$ cat src/rtl/wb_pkg.sv
// ============================================================================
// Package     : wb_pkg
// Description : Shared widths and writeback entry types for the register-file
//               write-side front end.
// Revision    : 1.0
// ============================================================================
`default_nettype none

package wb_pkg;

  localparam int REG_AW = 5;
  localparam int REG_DW = 32;

  typedef struct packed {
    logic [REG_AW-1:0] rd;
    logic [REG_DW-1:0] data;
  } wb_req_t;

  typedef struct packed {
    logic    live;
    wb_req_t req;
  } wb_entry_t;

endpackage : wb_pkg

`default_nettype wire

$ cat src/rtl/wb_fifo.sv
// ============================================================================
// Module      : wb_fifo
// Description : Circular buffer of writeback entries with push/pop/peek, a
//               parallel squash-by-rd port and a youngest-match lookup.
// Revision    : 1.0
// ============================================================================
`default_nettype none

module wb_fifo
  import wb_pkg::*;
#(
  parameter int DEPTH = 4
) (
  input  logic                    clk,
  input  logic                    rst,
  input  logic                    push,
  input  wb_req_t                 push_req,
  input  logic                    pop,
  output wb_entry_t               head,
  input  logic                    squash_en,
  input  logic [REG_AW-1:0]       squash_rd,
  input  logic [REG_AW-1:0]       lookup_rd,
  output logic                    lookup_hit,
  output logic [REG_DW-1:0]       lookup_data,
  output logic [$clog2(DEPTH):0]  count,
  output logic                    full,
  output logic                    empty
);

  localparam int PW = $clog2(DEPTH);

  wb_entry_t     mem_q [DEPTH];
  wb_entry_t     mem_d [DEPTH];
  logic [PW-1:0] rd_ptr_q, rd_ptr_d;
  logic [PW-1:0] wr_ptr_q, wr_ptr_d;
  logic [PW:0]   count_q, count_d;
  logic [PW-1:0] lookup_idx;
  logic          w_do_push;
  logic          w_do_pop;

  assign full      = (count_q == (PW+1)'(DEPTH));
  assign empty     = (count_q == '0);
  assign head      = mem_q[rd_ptr_q];
  assign count     = count_q;
  assign w_do_push = push && !full;
  assign w_do_pop  = pop && !empty;

  // Squash may touch unoccupied slots harmlessly; a push always rewrites live.
  always_comb begin
    mem_d    = mem_q;
    rd_ptr_d = rd_ptr_q;
    wr_ptr_d = wr_ptr_q;
    count_d  = count_q + (PW+1)'(w_do_push) - (PW+1)'(w_do_pop);
    if (squash_en) begin
      for (int i = 0; i < DEPTH; i++) begin
        if (mem_q[i].req.rd == squash_rd) begin
          mem_d[i].live = 1'b0;
        end
      end
    end
    if (w_do_push) begin
      mem_d[wr_ptr_q].live = 1'b1;
      mem_d[wr_ptr_q].req  = push_req;
      wr_ptr_d             = wr_ptr_q + PW'(1);
    end
    if (w_do_pop) begin
      rd_ptr_d = rd_ptr_q + PW'(1);
    end
  end

  // Scan oldest to youngest so the last match wins.
  always_comb begin
    lookup_hit  = 1'b0;
    lookup_data = '0;
    lookup_idx  = '0;
    for (int i = 0; i < DEPTH; i++) begin
      lookup_idx = rd_ptr_q + PW'(i);
      if (((PW+1)'(i) < count_q) && mem_q[lookup_idx].live &&
          (mem_q[lookup_idx].req.rd == lookup_rd)) begin
        lookup_hit  = 1'b1;
        lookup_data = mem_q[lookup_idx].req.data;
      end
    end
  end

  always_ff @(posedge clk) begin
    if (rst) begin
      rd_ptr_q <= '0;
      wr_ptr_q <= '0;
      count_q  <= '0;
      for (int i = 0; i < DEPTH; i++) begin
        mem_q[i] <= '0;
      end
    end else begin
      rd_ptr_q <= rd_ptr_d;
      wr_ptr_q <= wr_ptr_d;
      count_q  <= count_d;
      mem_q    <= mem_d;
    end
  end

endmodule : wb_fifo

`default_nettype wire

$ cat src/rtl/reg_writeback_arbiter.sv
// ============================================================================
// Module      : reg_writeback_arbiter
// Description : Merges ALU writebacks and buffered load returns onto the single
//               register-file write port, with pending-write forwarding.
// Revision    : 1.0
// ============================================================================
`default_nettype none

module reg_writeback_arbiter
  import wb_pkg::*;
#(
  parameter int DEPTH = 4,
  parameter int AW    = REG_AW,
  parameter int DW    = REG_DW
) (
  input  logic                    Clk,
  input  logic                    rst,
  input  logic                    alu_valid,
  input  logic [AW-1:0]           alu_rd,
  input  logic [DW-1:0]           alu_data,
  input  logic                    ld_valid,
  output logic                    ld_ready,
  input  logic [AW-1:0]           ld_rd,
  input  logic [DW-1:0]           ld_data,
  output logic                    WEN,
  output logic [AW-1:0]           RW,
  output logic [DW-1:0]           busW,
  input  logic [AW-1:0]           fwd_rx,
  output logic                    fwd_hit,
  output logic [DW-1:0]           fwd_data,
  output logic [$clog2(DEPTH):0]  pending_cnt
);

  wb_entry_t           fifo_head;
  wb_req_t             push_req;
  logic                fifo_full;
  logic                fifo_empty;
  logic                fifo_hit;
  logic [REG_DW-1:0]   fifo_hit_data;
  logic                w_alu_issue;
  logic                w_head_live;
  logic                w_push;
  logic                w_pop;

  logic                wen_q, wen_d;
  logic [AW-1:0]       rw_q, rw_d;
  logic [DW-1:0]       busw_q, busw_d;

  assign w_alu_issue = alu_valid && (alu_rd != '0);
  assign ld_ready    = !rst && !fifo_full;
  // rd==0 loads still complete the handshake; they are simply never queued.
  assign w_push      = ld_valid && ld_ready && (ld_rd != '0);
  assign w_head_live = !fifo_empty && fifo_head.live;
  assign w_pop       = !fifo_empty && (!fifo_head.live || !w_alu_issue);

  assign push_req.rd   = REG_AW'(ld_rd);
  assign push_req.data = REG_DW'(ld_data);

  wb_fifo #(
    .DEPTH (DEPTH)
  ) u_fifo (
    .clk         (Clk),
    .rst         (rst),
    .push        (w_push),
    .push_req    (push_req),
    .pop         (w_pop),
    .head        (fifo_head),
    .squash_en   (w_alu_issue),
    .squash_rd   (REG_AW'(alu_rd)),
    .lookup_rd   (REG_AW'(fwd_rx)),
    .lookup_hit  (fifo_hit),
    .lookup_data (fifo_hit_data),
    .count       (pending_cnt),
    .full        (fifo_full),
    .empty       (fifo_empty)
  );

  always_comb begin
    wen_d  = 1'b0;
    rw_d   = rw_q;
    busw_d = busw_q;
    if (w_alu_issue) begin
      wen_d  = 1'b1;
      rw_d   = alu_rd;
      busw_d = alu_data;
    end else if (w_head_live) begin
      wen_d  = 1'b1;
      rw_d   = AW'(fifo_head.req.rd);
      busw_d = DW'(fifo_head.req.data);
    end
  end

  always_ff @(posedge Clk) begin
    if (rst) begin
      wen_q  <= 1'b0;
      rw_q   <= '0;
      busw_q <= '0;
    end else begin
      wen_q  <= wen_d;
      rw_q   <= rw_d;
      busw_q <= busw_d;
    end
  end

  assign WEN  = wen_q;
  assign RW   = rw_q;
  assign busW = busw_q;

  // Queued entries are younger than the write already sitting in the output flops.
  always_comb begin
    fwd_hit  = 1'b0;
    fwd_data = '0;
    if (fwd_rx != '0) begin
      if (fifo_hit) begin
        fwd_hit  = 1'b1;
        fwd_data = DW'(fifo_hit_data);
      end else if (wen_q && (rw_q == fwd_rx)) begin
        fwd_hit  = 1'b1;
        fwd_data = busw_q;
      end
    end
  end

endmodule : reg_writeback_arbiter

`default_nettype wire

$ cat config.mk
export PLATFORM = sky130hd
export DESIGN_NAME = reg_writeback_arbiter
export DESIGN_NICKNAME = d
export VERILOG_FILES = /design/src/rtl/wb_pkg.sv /design/src/rtl/wb_fifo.sv /design/src/rtl/reg_writeback_arbiter.sv
export SDC_FILE = /design/constraint.sdc
export NUM_CORES = 1
export LEC_CHECK = 0
export BUFFER_PORTS_ARGS = -buffer_cell sky130_fd_sc_hd__buf_2
export CAP_MARGIN = 30
export CORE_MARGIN = 2
export CORE_UTILIZATION = 52
export CTS_BUF_LIST = sky130_fd_sc_hd__clkbuf_8
export CTS_CLUSTER_DIAMETER = 40
export DETAILED_ROUTE_END_ITERATION = 8
export PLACE_DENSITY_LB_ADDON = 0.08
export SLEW_MARGIN = 20
export SYNTH_ARGS = -nofsm -noshare
export SYNTH_HDL_FRONTEND = slang
export SYNTH_SLANG_ARGS = --single-unit
$ cat constraint.sdc
create_clock -name Clk -period 4.5 [get_ports Clk]
set_clock_uncertainty 0.05 [all_clocks]
set_input_delay 0.45 -clock Clk [delete_from_list [all_inputs] [get_ports Clk]]
set_output_delay 0.45 -clock Clk [all_outputs]
set_load 0.01 [all_outputs]
Yosys cells after proc, flatten, opt, wreduce, memory -nomap -nowiden
Cells that the tools add are included.
{"block": "word_totals", "latchBits": 0, "memories": 0, "ram_bits": 0, "rom_bits": 0, "out_inout_bits": 75, "regBits": 197}
{"block": "op_classes", "n_eq_ne": 10, "div": 0, "n_mul": 0, "n_reduce_logical": 29, "addsub": 6, "muxes": 47, "bitwise_logic": 5, "shifts": 0, "magnitude_cmp": 10}
{"op": "2-to-1 mux 38 bit", "count": 9}
{"op": "binary-select mux 38 bit (select 2 bit)", "count": 4}
{"op": "bitwise mux 152 bit", "count": 2}
{"op": "2-to-1 mux 32 bit", "count": 9}
{"op": "demux 38 bit (select 2 bit)", "count": 2}
{"op": "2-to-1 mux 152 bit", "count": 1}
{"op": "== test 5 bit", "count": 9}
{"op": "2-to-1 mux 37 bit", "count": 1}
{"op": "logical AND 1 bit", "count": 18}
{"op": "2-to-1 mux 1 bit", "count": 17}
{"op": ">= comparator 3 bit (second input constant)", "count": 5}
{"op": "NOT 2 -> 3 bit", "count": 5}
{"op": "nonzero test 5 bit", "count": 3}
{"op": "2-to-1 mux 5 bit", "count": 2}
{"op": "< comparator 1 x 3 -> 1 bit (first input constant)", "count": 2}
{"op": "< comparator 2 x 3 -> 1 bit (first input constant)", "count": 2}
{"op": "zero test 1 bit", "count": 5}
{"op": "adder 2 x 1 -> 2 bit (second input constant)", "count": 2}
{"op": "adder 2 bit (second input constant)", "count": 2}
{"op": "adder 3 x 1 -> 3 bit", "count": 1}
{"op": "== test 3 bit (second input constant)", "count": 1}
{"op": "zero test 3 bit", "count": 1}
{"op": "< comparator 3 x 1 -> 1 bit (second input constant)", "count": 1}
{"op": "subtractor 3 x 1 -> 3 bit", "count": 1}
{"op": "2 further kinds", "count": 2}

Depth between registers and ports, before layout
Gate-level depths: netlist (run 1).
{"block": "depth", "ltp_word": 12, "ltp_mapped": 13}

Cells and area by module
From an unflattened synthesis (run 1), not the netlist that was laid out.
{"block": "unflattened", "hier_cells": 1705, "hier_area_um2": 13142.6}
{"module": "wb_fifo", "instances": 1, "area_per_inst_um2": 10664.0, "cells_each": 1399, "seq_area_each_um2": 3183.1}
{"module": "reg_writeback_arbiter", "instances": 1, "area_per_inst_um2": 2478.6, "cells_each": 306, "seq_area_each_um2": 760.7}

Worst setup path before layout (run 1)
OpenSTA, ideal clock, no wires.
{"block": "synth_timing", "path_kind": "register -> output", "start": "reg u_fifo.rd_ptr_q[0]", "end": "out fwd_data[10]", "setup_slack_ns": 1.057, "n_path_buf": 5, "arrival_ns": 2.943, "path_stages_with_launch": 14, "path_cell_list": "dfxtp_1 > buf_4 > buf_6 > mux4_2 > xnor2_1 > o21ai_1 > or3_1 > buf_2 > and3_1 > buf_6 > buf_2 > a221o_1 > a221oi_2 > o221ai_1"}
{"block": "synth_between", "elab_chain_len": 12}
{"element": "from (decl)", "line_no": "wb_fifo.sv:34", "source": "logic [PW-1:0] rd_ptr_q, rd_ptr_d;"}
{"element": "from (signal assigned)", "line_no": "wb_fifo.sv:95", "source": "rd_ptr_q <= rd_ptr_d;"}
{"element": "adder 2 x 1 -> 2 bit or NOT 2 -> 3 bit (tied branches)"}
{"element": "NOT 2 -> 3 bit (not written as such) or binary-select mux 38 bit (select 2 bit) (tied branches)", "line_no": "wb_fifo.sv:78, wb_fifo.sv:79, wb_fifo.sv:81"}
{"element": "binary-select mux 38 bit (select 2 bit) or 2-to-1 mux 38 bit (tied branches)", "line_no": "wb_fifo.sv:78, wb_fifo.sv:79, wb_fifo.sv:81"}
{"element": "2-to-1 mux 38 bit (not written as such)", "line_no": "wb_fifo.sv:78", "source": "if (((PW+1)'(i) < count_q) && mem_q[lookup_idx].live &&"}
{"element": "2-to-1 mux 38 bit (not written as such) (tied with other cells)", "line_no": "wb_fifo.sv:78"}
{"element": "== test 5 bit or logical AND 1 bit (tied branches)", "line_no": "wb_fifo.sv:79, wb_fifo.sv:78"}
{"element": "logical AND 1 bit (tied with other cells)", "line_no": "wb_fifo.sv:78"}
{"element": "2-to-1 mux 32 bit or 2-to-1 mux 1 bit (tied branches) (3 in a row)", "line_no": "wb_fifo.sv:78"}
{"element": "2-to-1 mux 32 bit (*)", "line_no": "reg_writeback_arbiter.sv:114", "source": "if (fifo_hit) begin"}
{"element": "2-to-1 mux 32 bit (*)", "line_no": "reg_writeback_arbiter.sv:113", "source": "if (fwd_rx != '0) begin"}
{"element": "to (decl)", "line_no": "reg_writeback_arbiter.sv:30", "source": "output logic [DW-1:0] fwd_data,"}
Every way passes the cells marked *; elsewhere a longest branch is shown, timed or not. The select of a mux whose other input is x is not followed.

Worst setup path in the final report (run 1)
{"block": "layout_timing", "start": "reg u_fifo.rd_ptr_q[0]", "end": "out fwd_data[15]"}
The elaborated chain is that of the path after synthesis.

==> impl_metrics.csv, run 1 <==
group,metric,value,unit
status,outcome,"finished clean",
layout,seqCellArea,0.00395,sq mm
sta,hold_viol,0,
critical_path,critPathKind,"reg -> out",
logic_synthesis,yosysTopAreaCellShare,0.310,
worst_hold_path,holdCritStartpoint,"alu_data[18]",
clock_tree,cts_hold_buf,0,
routing,first_pass_iters,6,
critical_path,crit_arrival,3.89,ns
routing,vias,12900,
clock_tree,clk_latency,0.49,ns
logic_synthesis,yosys_most_used_dff,"dfxtp_1",
floorplanning,start_util,0.527,
logic_synthesis,synth_cell_types,63,
clock_tree,cts_tree,"yes",
floorplanning,core-area,0.0242,sq mm
layout,layout_common_cells,"339 x nand2_1, 205 x a21oi_1, 195 x dfxtp_1, 156 x buf_2, 96 x a211oi_1",
logic_synthesis,synth-edff-count,0,
logic_synthesis,async_flop_share,0,
floorplanning,num_rows,57,
sta,period_share,0.975,
critical_path,r2r_setup_slack,1.58,ns
sta,setup_slack,0.111,ns
global_route,grt_pass1_wl,68200,microns
logic_synthesis,synth_seq_cells,197,
critical_path,critPathBufInv,5,
worst_hold_path,hold_class,"in -> reg",
power,powerDensity,374,mW/mm^2
routing,top_layer,"met4",
routing,drt-initial-drc-count,1624,
place,gp_congestion,0.890,
routing,routedLengthMet1,18300,microns
critical_path,crit_required,4.00,ns
critical_path,crit_slowest_cell,"or3_4",
global_route,gr-total-overflow,0,
floorplanning,fp.dieH,160,microns
routing,drt_wl_total,43700,microns
place,dp_hpwl,27300,microns
logic_synthesis,synth_cells,1585,
critical_path,crit_family,"compound AO/OA/AOI/OAI gates",
sta,max_freq,228,MHz
place,numPortBuffers,157,
layout,syn_to_final_growth,12.8,%
routing,wl_met2,20000,microns
critical_path,worstReg2RegEnd,"u_fifo.count[1]$_SDFF_PP0_",
logic_synthesis,synth.avg_cell_area,8.03,sq um
clock_tree,h-tree-depth,4,
logic_synthesis,synth.area.top_cells,"dfxtp_1 31%, nand2_1 10%, mux4_2 8.3%, a21oi_1 8.1%, a211oi_1 5.7%",
critical_path,cp_slowest_stage_delay,0.41,ns
floorplanning,die_w,160,microns
place,dpl_cell_area,0.0138,sq mm
clock_tree,cts_num_sinks,197,
flow_run,maxCapViolations,0,
layout,final_cell_area,0.0144,sq mm
logic_synthesis,yosysTopAreaCell,"dfxtp_1",
power,p_leak,4.93,nW
global_route,first_global_vias,12100,
layout,drive_above_1_share,0.209,
critical_path,ff2ff_path_depth,10,
sta,worstMarginPinSlew,0.953,ns
worst_hold_path,hold_depth,3,
routing,viasPerCell,6.46,
logic_synthesis,synth-warning-count,0,
clock_tree,cts_root_buffer,"clkbuf_8",
worst_hold_path,min_to,"busW[18]$_SDFFE_PP0P_",
layout,multi_input_area,0.00813,sq mm
sta,min_period,4.39,ns
sta,timing.slew.headroom,0.365,
global_route,grt_usage,0.333,
routing,wl_met3,4120,microns
critical_path,crit_fanout,20,
critical_path,endpoint_kind,"primary output",
clock_tree,cts_buffer_depth,2,
logic_synthesis,synth_area,0.0127,sq mm
sta,slew_viol_final,0,
routing,route.detailed.drc,0,
critical_path,path_cells,"clkbuf_2 > buf_4 > mux2i_1 > mux2i_1 > o21ai_2 > or3_4 > buf_4 > and3_2 > buf_12 > a221o_1 > a221oi_2 > o221ai_1 > buf_2",
layout,nFillCells,2240,
logic_synthesis,ys_seq_area_frac,0.310,
floorplanning,ios,158,
clock_tree,clkTransAtPathRegs,0.12,ns
clock_tree,cts_made_buffers,17,
layout,layout_commonest_cell,"nand2_1",
routing,drtAntennaViolNets,0,
critical_path,r2r_start,"u_fifo.rd_ptr_q[0]$_SDFFE_PP0P_",
power,ir_drop,0.287,mV
global_route,grt_start_max_net_pins,83,
floorplanning,die_area,0.0258,sq mm
routing,wire_per_inst,21.9,microns
sta,setup_viol_count_final,0,
critical_path,start_kind,"flop",
layout,final_nets,1753,
global_route,antenna_found_initial,1,
place,post-place-ws,0.443,ns
logic_synthesis,syn-num-nets,1677,
[metal layers]
layer | up-vias | GRT usage
met3 | 100 | 0.0568
met4 | 0 | 0.124
li1 | 5983 | -
met2 | 716 | 0.530
met5 | - | 0
met1 | 6120 | 0.457
[logic make-up (layout without fill, tap and decap cells)]
kind of cell,count (synthesis),in the layout,share of synthesized area
AOI/OAI and AO/OA,498,498,0.267
xor gates and xnor gates,45,45,0.0310
adders and majority gates,9,9,0.00943
buffers and inverters,177,266,0.0583
DFF,197,197,0.310
muxes,110,110,0.134
other,0,1,0
and+or+nand+nor,549,549,0.190
[tightest hold or removal path, stage by stage]
cell	delay, ns
buf_2	0.09
nand2_1	0.05
a311oi_1	0.07
[report_power, final]
part	leakage, nW	switching (mW)	internal, mW	total, mW
combinational	3.12	1.22	0.867	2.09
sequential	1.60	0.156	1.87	2.02
clock	0.214	0.740	0.522	1.26
[metrics by stage]
step | hold WS, ns | TNS [ns] | instances | utilization | total power, mW
2_1_floorplan | 0.393 | 0 | 1585 | - | 3.55
3_3_place_gp | 0.406 | 0 | 1953 | 0.570 | 4.01
3_5_place_dp | 0.418 | 0 | 1954 | 0.571 | 4.05
4_1_cts | 0.133 | 0 | 1987 | 0.589 | 5.31
5_1_grt | 0.151 | -0.172 | 1998 | 0.594 | 5.66
6_report | 0.156 | 0 | 1999 | 0.594 | 5.37
[worst max path at each step]
| stage | startpoint | end | slack, ns | cells past startpoint |
|---|---|---|---|---|
| floorplan | u_fifo.rd_ptr_q[0]$_SDFFE_PP0P_ | fwd_data[10] | 1.06 | 13 |
| global placement | u_fifo.rd_ptr_q[0]$_SDFFE_PP0P_ | fwd_data[22] | 0.52 | 9 |
| detailed placement | u_fifo.rd_ptr_q[0]$_SDFFE_PP0P_ | fwd_data[31] | 0.44 | 8 |
| CTS | u_fifo.rd_ptr_q[0]$_SDFFE_PP0P_ | fwd_data[4] | 0.02 | 11 |
| global route | u_fifo.rd_ptr_q[0]$_SDFFE_PP0P_ | fwd_data[4] | -0.04 | 13 |
| finish | u_fifo.rd_ptr_q[0]$_SDFFE_PP0P_ | fwd_data[15] | 0.11 | 13 |
[timing repair]
action                     CTS  global route
pin swaps                    0             2
gates resized for setup      1             8
setup buffers                1            11
setup endpoints to repair   25            23
[Yosys cell counts (5+ instances only)]
cell type  number
a31oi_1        29
o31ai_1         5
dfxtp_1       197
o221ai_1       19
xnor2_1        31
a211oi_1       96
ha_1            8
mux2_2         17
a21oi_1       205
and2_1          5
a221oi_2        8
nand4_1        35
clkbuf_1      117
nor4_1          5
a311oi_1        5
mux4_2         47
nor2b_1        57
buf_6           5
nor2_1         60
a32oi_1        15
a22oi_1         7
mux2i_1        46
a221o_1        25
nand3_1        18
a22o_1         26
o21ai_0        12
xor2_1         14
buf_1          19
and3_1          8
inv_1          11
nand2_1       339
buf_2          19
o211ai_1       15
[area by class of cell]
cell class / instances / area share
clock inverter: 15 / 0.0131
tap: 324 / 0.0282
inverter: 12 / 0.00314
sequential: 197 / 0.275
multi-input combinational: 1211 / 0.566
antenna: 1 / 0.000174
clock buffer: 17 / 0.0163
timing repair buffer: 222 / 0.0981
(Power assumes the default switching activity.)
==> run 2: changes to the inputs <==
CORE_ASPECT_RATIO = 1.75   (was not set)
PLACE_DENSITY = 0.73   (was not set)
PLACE_DENSITY_LB_ADDON = not set   (was 0.08)
==> impl_metrics.csv, run 2 (synthesized netlist as in run 1, its figures left out) <==
group,metric,value,unit
status,outcome,"finished clean",
sta,timing.slew.headroom,0.295,
place,numPortBuffers,157,
floorplanning,die_w,122,microns
sta,hold_viol,0,
flow_run,maxCapViolations,0,
floorplanning,ios,158,
layout,drive_above_1_share,0.213,
critical_path,crit_arrival,3.87,ns
layout,layoutNonFillerInstCount,1973,
global_route,antenna_found_initial,2,
layout,multi_input_area,0.00822,sq mm
routing,route.detailed.drc,0,
layout,syn_to_final_growth,13.7,%
critical_path,endpoint_kind,"primary output",
global_route,gr-total-overflow,0,
routing,wire_per_inst,21.8,microns
sta,max_freq,229,MHz
routing,first_pass_iters,7,
layout,layout_common_cells,"335 x nand2_1, 205 x a21oi_1, 195 x dfxtp_1, 156 x buf_2, 93 x a211oi_1",
global_route,grt_usage,0.328,
power,ir_drop,0.432,mV
critical_path,r2r_setup_slack,1.55,ns
routing,viasPerCell,6.70,
routing,vias,13200,
critical_path,start_kind,"flop",
clock_tree,clkTransAtPathRegs,0.11,ns
power,p_leak,4.96,nW
global_route,grt_pass1_wl,66300,microns
place,gp_congestion,0.936,
floorplanning,start_util,0.530,
global_route,first_global_vias,12400,
floorplanning,num_rows,75,
sta,period_share,0.971,
worst_hold_path,hold_class,"in -> reg",
layout,final_nets,1744,
critical_path,critPathKind,"reg -> out",
layout,final_cell_area,0.0145,sq mm
sta,min_period,4.37,ns
sta,setup_tns,0,ns
critical_path,ff2ff_path_depth,9,
sta,slew_viol_final,0,
layout,utilization,0.603,
clock_tree,cts_tree,"yes",
clock_tree,cts_root_buffer,"clkbuf_8",
place,post-place-ws,0.323,ns
sta,worstMarginPinSlew,1.06,ns
layout,layout_commonest_cell,"nand2_1",
power,power.total,5.50,mW
floorplanning,core-area,0.0240,sq mm
routing,drt_wl_total,43000,microns
power,powerDensity,380,mW/mm^2
place,dpl_cell_area,0.0137,sq mm
floorplanning,fp.dieH,211,microns
global_route,grt_start_max_net_pins,84,
routing,drt-initial-drc-count,1425,
critical_path,crit_fanout,24,
layout,nFillCells,2179,
place,dpl.cell_count,1924,
sta,setup_viol_count_final,0,
worst_hold_path,hold_depth,3,
critical_path,crit_required,4.00,ns
floorplanning,die_area,0.0258,sq mm
critical_path,r2r_start,"u_fifo.rd_ptr_q[0]$_SDFFE_PP0P_",
sta,setup_slack,0.131,ns
clock_tree,cts_hold_buf,0,
critical_path,worstReg2RegEnd,"u_fifo.count[1]$_SDFF_PP0_",
routing,drtAntennaViolNets,0,
worst_hold_path,holdCritStartpoint,"ld_data[2]",
place,dp_hpwl,26700,microns
clock_tree,clk_latency,0.53,ns
layout,seqCellArea,0.00395,sq mm
sta,hold_slack,0.133,ns
clock_tree,cts_made_buffers,17,
clock_tree,cts_buffer_depth,2,
clock_tree,h-tree-depth,4,
clock_tree,cts_num_sinks,197,
## run 2: cell types whose count changed in the layout (fill, tap and decap cells not counted), moves of 3 or more
cell       previous run  this run
and2_2                0         4
buf_4                52        39
a211oi_2              0         3
nand2_1             339       335
and2_1                5         0
clkbuf_8             17        20
buf_16                1         5
nand2_2               0         4
a211oi_1             96        93
nor2_4                0         4
bufinv_16             2         5
inv_8                 6         0
## run 2: timing repair
item | 4_1_cts | 5_1_grt
pin swaps | 1 | 2
cloned | 0 | 1
setup buffers | 7 | 7
resized for setup | 8 | 17
endpoints found under the setup margin | 31 | 30
## run 2: report_power, final
part	switching [mW]	leakage (nW)	internal, mW	total (mW)
clock network	0.671	0.232	0.706	1.38
registers	0.165	1.60	1.87	2.03
logic	1.22	3.12	0.865	2.09
## run 2: critical path, stage by stage (launching register included)
cell and delay [ns]:
dfxtp_4 0.44, clkbuf_2 0.20, buf_4 0.16, mux4_2 0.52
xnor2_1 0.28, nand4_1 0.19, nor2_1 0.32, buf_4 0.21
or2_2 0.14, or2_1 0.16, buf_6 0.31, a31o_1 0.16
o211ai_1 0.09, buf_2 0.15
## run 2: worst max-delay path by stage
| stage | slack (ns) | endpoint | cells past startpoint | from |
|---|---|---|---|---|
| after floorplan | 1.06 | fwd_data[10] | 13 | u_fifo.rd_ptr_q[0]$_SDFFE_PP0P_ |
| after global placement | 0.35 | fwd_data[2] | 12 | u_fifo.rd_ptr_q[0]$_SDFFE_PP0P_ |
| after detailed placement | 0.32 | fwd_data[31] | 11 | u_fifo.rd_ptr_q[0]$_SDFFE_PP0P_ |
| after CTS | 0.006 | fwd_data[0] | 12 | u_fifo.rd_ptr_q[1]$_SDFFE_PP0P_ |
| after global routing | -0.004 | fwd_data[21] | 11 | u_fifo.rd_ptr_q[0]$_SDFFE_PP0P_ |
| final | 0.13 | fwd_data[19] | 13 | u_fifo.rd_ptr_q[0]$_SDFFE_PP0P_ |
## run 2: cell type report
class | instances | area share
Clock inverter | 11 | 0.0136
Multi-Input combinational cell | 1212 | 0.568
Inverter | 12 | 0.00311
Clock buffer | 20 | 0.0190
Antenna cell | 1 | 0.000173
Tap cell | 308 | 0.0266
Timing Repair Buffer | 212 | 0.0965
Sequential cell | 197 | 0.273
## run 2: metal layers
layer  track usage  vias to the layer above  share of wire
met1         0.396                     6329           0.36
met4         0.185                        2          0.050
li1              -                     5970              -
met5             0                        -        0.00026
met2         0.545                      754           0.50
met3        0.0572                      155          0.089
